File: src/rtl/match_req_arbiter_pkg.sv
// Shared widths, build constants and request payload type for the match request arbiter.
package match_req_arbiter_pkg;

  localparam int unsigned ADDR_WIDTH                    = 16;
  localparam int unsigned LAZY_MATCH_LEN                = 4;
  localparam int unsigned MATCH_LEN_WIDTH               = 6;
  localparam int unsigned MATCH_ARB_PE_NUM              = 4;
  localparam int unsigned MATCH_ARB_PE_NUM_LOG2         = 2;
  localparam int unsigned MATCH_ARB_MAX_OUTSTANDING     = 8;
  localparam int unsigned MATCH_ARB_MAX_OUTSTANDING_LOG2 = 3;
  localparam int unsigned PERF_CNT_WIDTH                = 32;
  localparam int unsigned ORPHAN_CNT_WIDTH              = 16;

  typedef struct packed {
    logic [ADDR_WIDTH-1:0]     head_addr;
    logic [ADDR_WIDTH-1:0]     history_addr;
    logic [LAZY_MATCH_LEN-1:0] tag;
  } match_req_t;

endpackage

File: src/rtl/match_arb_id_fifo.sv
// In-order FIFO of issuing PE indices; one push and one pop per cycle.
module match_arb_id_fifo #(
  parameter int unsigned DEPTH = 8,
  parameter int unsigned WIDTH = 2
) (
  input  logic             clk,
  input  logic             rst,
  input  logic             push,
  input  logic [WIDTH-1:0] push_data,
  input  logic             pop,
  output logic [WIDTH-1:0] head,
  output logic             full,
  output logic             empty
);

  localparam int unsigned AW = $clog2(DEPTH);
  localparam int unsigned CW = AW + 1;

  logic [WIDTH-1:0] mem [DEPTH];
  logic [AW-1:0]    wr_ptr;
  logic [AW-1:0]    rd_ptr;
  logic [CW-1:0]    count_reg;
  logic             push_ok;
  logic             pop_ok;

  assign full    = (count_reg == CW'(DEPTH));
  assign empty   = (count_reg == '0);
  assign head    = mem[rd_ptr];
  assign push_ok = push && !full;
  assign pop_ok  = pop && !empty;

  // Storage carries no reset; only the pointers define validity.
  always_ff @(posedge clk) begin
    if (push_ok) mem[wr_ptr] <= push_data;
  end

  always_ff @(posedge clk) begin
    if (rst) begin
      wr_ptr    <= '0;
      rd_ptr    <= '0;
      count_reg <= '0;
    end else begin
      if (push_ok) wr_ptr <= wr_ptr + AW'(1);
      if (pop_ok)  rd_ptr <= rd_ptr + AW'(1);
      case ({push_ok, pop_ok})
        2'b10:   count_reg <= count_reg + CW'(1);
        2'b01:   count_reg <= count_reg - CW'(1);
        default: count_reg <= count_reg;
      endcase
    end
  end

endmodule

File: src/rtl/match_req_arbiter.sv
// Round-robin share of one match unit among PE_NUM PEs with in-order response routing.
// Optional performance counters when MATCH_ARB_PERF_CNT_EN is defined.
module match_req_arbiter
  import match_req_arbiter_pkg::*;
#(
  parameter int unsigned PE_NUM          = MATCH_ARB_PE_NUM,
  parameter int unsigned MAX_OUTSTANDING = MATCH_ARB_MAX_OUTSTANDING
) (
  input  logic                              clk,
  input  logic                              rst,
  input  logic [PE_NUM-1:0]                 pe_req_valid,
  input  logic [PE_NUM*ADDR_WIDTH-1:0]      pe_req_head_addr,
  input  logic [PE_NUM*ADDR_WIDTH-1:0]      pe_req_history_addr,
  input  logic [PE_NUM*LAZY_MATCH_LEN-1:0]  pe_req_tag,
  output logic [PE_NUM-1:0]                 pe_req_ready,
  output logic [PE_NUM-1:0]                 pe_resp_valid,
  output logic [MATCH_LEN_WIDTH-1:0]        pe_resp_len,
  output logic [LAZY_MATCH_LEN-1:0]         pe_resp_tag,
  input  logic [PE_NUM-1:0]                 pe_resp_ready,
  output logic                              m_req_valid,
  output logic [ADDR_WIDTH-1:0]             m_req_head_addr,
  output logic [ADDR_WIDTH-1:0]             m_req_history_addr,
  output logic [LAZY_MATCH_LEN-1:0]         m_req_tag,
  input  logic                              m_req_ready,
  input  logic                              m_resp_valid,
  input  logic [MATCH_LEN_WIDTH-1:0]        m_resp_len,
  input  logic [LAZY_MATCH_LEN-1:0]         m_resp_tag,
  output logic                              m_resp_ready
`ifdef MATCH_ARB_PERF_CNT_EN
  ,
  output logic [PE_NUM*PERF_CNT_WIDTH-1:0]  perf_grant_cnt,
  output logic [PERF_CNT_WIDTH-1:0]         perf_full_stall_cnt,
  output logic [ORPHAN_CNT_WIDTH-1:0]       perf_orphan_resp_cnt
`endif
);

  localparam int unsigned PW = $clog2(PE_NUM);

  logic [PW-1:0] rr_ptr_reg;
  logic [PW-1:0] lock_id_reg;
  logic          lock_reg;
  logic [PW-1:0] sel;
  logic [PW-1:0] scan_idx;
  logic [PW-1:0] hid;
  logic          fifo_full;
  logic          fifo_empty;
  logic          req_hs;
  logic          resp_pop;
  match_req_t    pe_req [PE_NUM];
  match_req_t    m_req;

  for (genvar i = 0; i < PE_NUM; i++) begin : g_slice
    assign pe_req[i] = {pe_req_head_addr[i*ADDR_WIDTH +: ADDR_WIDTH],
                        pe_req_history_addr[i*ADDR_WIDTH +: ADDR_WIDTH],
                        pe_req_tag[i*LAZY_MATCH_LEN +: LAZY_MATCH_LEN]};
  end

  // First requester at or after rr_ptr_reg; a pending lock overrides the search.
  always_comb begin
    sel      = rr_ptr_reg;
    scan_idx = rr_ptr_reg;
    if (lock_reg) begin
      sel = lock_id_reg;
    end else begin
      for (int k = int'(PE_NUM) - 1; k >= 0; k--) begin
        scan_idx = rr_ptr_reg + PW'(k);
        if (pe_req_valid[scan_idx]) sel = scan_idx;
      end
    end
  end

  assign m_req              = pe_req[sel];
  assign m_req_head_addr    = m_req.head_addr;
  assign m_req_history_addr = m_req.history_addr;
  assign m_req_tag          = m_req.tag;
  assign m_req_valid        = !rst && (|pe_req_valid) && !fifo_full;
  assign req_hs             = m_req_valid && m_req_ready;

  always_comb begin
    pe_req_ready = '0;
    if (!rst && m_req_ready && !fifo_full) pe_req_ready[sel] = 1'b1;
  end

  // Responses follow the FIFO head; with nothing in flight they are sunk.
  always_comb begin
    pe_resp_valid = '0;
    if (!rst && m_resp_valid && !fifo_empty) pe_resp_valid[hid] = 1'b1;
  end

  assign m_resp_ready = (rst || fifo_empty) ? 1'b1 : pe_resp_ready[hid];
  assign pe_resp_len  = m_resp_len;
  assign pe_resp_tag  = m_resp_tag;
  assign resp_pop     = !rst && m_resp_valid && m_resp_ready && !fifo_empty;

  always_ff @(posedge clk) begin
    if (rst) begin
      rr_ptr_reg  <= '0;
      lock_reg    <= 1'b0;
      lock_id_reg <= '0;
    end else if (req_hs) begin
      rr_ptr_reg <= sel + PW'(1);
      lock_reg   <= 1'b0;
    end else if (m_req_valid) begin
      lock_reg    <= 1'b1;
      lock_id_reg <= sel;
    end
  end

  match_arb_id_fifo #(
    .DEPTH (MAX_OUTSTANDING),
    .WIDTH (PW)
  ) u_id_fifo (
    .clk       (clk),
    .rst       (rst),
    .push      (req_hs),
    .push_data (sel),
    .pop       (resp_pop),
    .head      (hid),
    .full      (fifo_full),
    .empty     (fifo_empty)
  );

`ifdef MATCH_ARB_PERF_CNT_EN
  logic [PERF_CNT_WIDTH-1:0] grant_cnt [PE_NUM];

  always_ff @(posedge clk) begin
    if (rst) begin
      for (int i = 0; i < int'(PE_NUM); i++) grant_cnt[i] <= '0;
      perf_full_stall_cnt  <= '0;
      perf_orphan_resp_cnt <= '0;
    end else begin
      if (req_hs) grant_cnt[sel] <= grant_cnt[sel] + PERF_CNT_WIDTH'(1);
      if ((|pe_req_valid) && fifo_full)
        perf_full_stall_cnt <= perf_full_stall_cnt + PERF_CNT_WIDTH'(1);
      if (m_resp_valid && fifo_empty)
        perf_orphan_resp_cnt <= perf_orphan_resp_cnt + ORPHAN_CNT_WIDTH'(1);
    end
  end

  for (genvar i = 0; i < PE_NUM; i++) begin : g_perf
    assign perf_grant_cnt[i*PERF_CNT_WIDTH +: PERF_CNT_WIDTH] = grant_cnt[i];
  end
`endif

endmodule

File: config.mk
export PLATFORM = sky130hd
export DESIGN_NAME = match_req_arbiter
export DESIGN_NICKNAME = d
export VERILOG_FILES = /design/src/rtl/match_req_arbiter_pkg.sv /design/src/rtl/match_arb_id_fifo.sv /design/src/rtl/match_req_arbiter.sv
export SDC_FILE = /design/constraint.sdc
export NUM_CORES = 1
export LEC_CHECK = 0
export CAP_MARGIN = 5
export CORE_MARGIN = 4
export CORE_UTILIZATION = 30
export DETAILED_ROUTE_END_ITERATION = 6
export PLACE_DENSITY = 0.74
export SLEW_MARGIN = 40
export SYNTH_ARGS = -nofsm -noshare
export SYNTH_HDL_FRONTEND = slang
export SYNTH_HIERARCHICAL = 1
export SYNTH_SLANG_ARGS = --single-unit
File: constraint.sdc
create_clock -name clk -period 6.7 [get_ports clk]
set_input_delay 0.67 -clock clk [delete_from_list [all_inputs] [get_ports clk]]
set_output_delay 0.67 -clock clk [all_outputs]
set_load 0.1 [all_outputs]
==> impl_metrics.toml <==
[timing]
rsz0062_at_grt = "false"
relSlewSlack = 0.4608
finalSetupTns_ns = 0
tightest_slew_ns = 0.8063
setup-violations-final = 0
max_freq_mhz = 244.5
hold_viol_final = 0
finalCriticalPeriod_ns = 4.090
fin_skew_ns = 0.005528
period_share = 0.6104
drv_slew = 0

[floorplan]
die_w_um = 105.5
start_util = 0.3087
dieArea_um2 = 11130
dieHeight_um = 105.5
ios = 222
core_area_um2 = 9240
num_rows = 35

[placement]
dp_cells = 669
io_buffers = 201
dpl_cell_area_um2 = 4582
place.gp.congestion = 0.9935
dpl.hpwl_um = 8988

[power]
p_leak_nw = 1.778
p_sw_mw = 0.6583
p_sw_frac = 0.5787
clock_power_share = 0.126
power.density_nw_per_um2 = 243.8
intPower_mw = 0.4791
ir_drop_v = 0.0001988
pwr-share-comb = 0.670
finalPower_mw = 1.137
seq_power_share = 0.204

[drt]
firstDrtPassIters = 5
postRouteAntennaNets = 0
vias = 3410
wl_per_cell_um = 16.58
route.detailed.drc = 0
via_per_inst = 5.037
drtIter0Drc = 153
postRouteWirelength_um = 11220

[clock_network]
ctsResizeCount = 0
clk_pin_slew_worst_paths_ns = 0.07
clockBufferDepth = 2
cts_buffers = 5
cts_tree = "built"
cts_setup_buffers = 0
hold_buffers = 0
clock-sinks = 34
htree_levels = 2
clockRootBuffer = "clkbuf_8"
clock_latency_ns = 0.28

[setup_path]
cp-start-kind = "primary input"
crit_required_ns = 6.03
cp_max_fo = 77
worst_ep_arrival_time_ns = 3.42
crit_type = "in2out"
cp-end-kind = "output port"

[final_layout]
area.growth.synth_to_final_pct = 63.51
largest_register_ffs = 16
final_layout_size_suffix_gt1_frac = 0.1387
final_cells = 677
mostFrequentLayoutCell = "clkdlybuf4s50_1"
final_cell_mix = "155 x clkdlybuf4s50_1, 119 x nand2_1, 46 x buf_2"
n_antenna_cell = 0
final_nets = 718
fill_cells = 912
final_area_um2 = 4664

[yosys]
synth_nets = 545
async_flop_share = 0
synth_edf_count = 16
yosysWarnings = 6
ys_types = 44
seq_area_frac_synth = 0.2947
synth-seq-cells = 34
syn_avg_cell_area_um2 = 7.628
syn_area_um2 = 2853
ys.flop_type = "dfxtp_1"
postSynthCellCount = 374

[global_route]
grt_pass1_wl_um = 16840
antenna_found_initial = 0
grt_pass1_vias = 3332
grt_usage = 0.1875
overflow = 0
grt_max_degree = 84

[flow_run]
max_cap_violations = 0

[worst_hold_path]
hold_path.class = "reg2reg"

[status]
status = "finished clean"
==> stage by stage <==
stage / hold slack [ns] / util / setup slack, ns
after CTS: 0.5057 / 0.5048 / 2.654
after global placement: 0.4867 / 0.5204 / 1.779
after global routing: 0.5544 / 0.5048 / 2.433
after detailed placement: 0.4962 / 0.4959 / 2.632
final: 0.5073 / 0.5048 / 2.610
after floorplan: 0.4739 / - / 2.392
==> path summary, 6_finish.rpt <==
path | startpoint | endpoint | slack (ns) | cells past startpoint
max | pe_req_valid[2] | m_req_history_addr[9] | 2.61 | 8
min | lock_id_reg[0] | lock_id_reg[0] | 0.51 | 2
max reg2reg | flop | u_id_fifo/count_reg[3] | 3.12 | 9
min reg2reg | lock_id_reg[0] | lock_id_reg[0] | 0.51 | 2
==> critical path, stage by stage <==
cell and delay, ns:
clkdlybuf4s50_1 0.59, nor2_1 0.08, a211oi_1 0.26, o41a_2 0.23, buf_4 0.61, a21oi_1 0.16
a32oi_1 0.27, buf_2 0.49
==> cells in the mapped netlist, types with 2 or more instances <==
cell type	n	area share
ha_1	5	0.022
nand3_1	4	0.0070
a211oi_1	3	0.0079
buf_6	4	0.016
o41a_1	2	0.0079
clkbuf_1	10	0.013
or3_1	3	0.0066
nor3_1	10	0.018
xor2_1	5	0.015
a21oi_2	2	0.0061
inv_1	3	0.0039
dfxtp_1	18	0.13
mux2i_1	5	0.018
mux2_2	3	0.012
nor2b_1	3	0.0066
nand2b_1	7	0.015
nand2_1	119	0.16
mux4_2	5	0.039
buf_4	11	0.029
a21oi_1	42	0.074
buf_8	2	0.011
edfxtp_1	16	0.17
a32oi_1	35	0.11
nor2_1	24	0.032
o21ai_0	2	0.0035
buf_2	11	0.019
nor4_1	3	0.0066
==> area by class of cell <==
cell class                      count  area [µm²]  share of cell area
Multi-Input combinational cell    297        1752              0.3755
Inverter                            5       23.77            0.005097
Clock inverter                      2       10.01            0.002146
Timing Repair Buffer              204        1804              0.3868
Tap cell                          129       161.4             0.03460
Sequential cell                    34       840.8              0.1803
Clock buffer                        6       72.57             0.01556
==> power groups by stage <==
stage	Clock, mW	Combinational (mW)	Sequential, mW
2_1_floorplan	0	0.617	0.234
3_3_place_gp	0	0.814	0.236
3_5_place_dp	0	0.762	0.237
4_1_cts	0.146	0.764	0.232
5_1_grt	0.157	0.798	0.233
6_report	0.143	0.762	0.232
==> layer usage <==
layer,global-route usage,vias to the layer above,routed length (µm)
met4,0.04348,0,176
li1,-,1683,-
met3,0.05756,15,962
met2,0.3361,136,5711
met1,0.2183,1576,4374
met5,0,-,0
==> cells by family after synthesis <==
group                      after synthesis  synth area share
buffers and inverters                   43           0.09473
and+or+nand+nor                        180            0.2684
adders and majority gates                5           0.02193
DFF                                     34            0.2947
AOI/OAI and AO/OA                       93            0.2329
xor gates and xnor gates                 6           0.01842
muxes                                   13           0.06886
(Power assumes the default switching activity.)
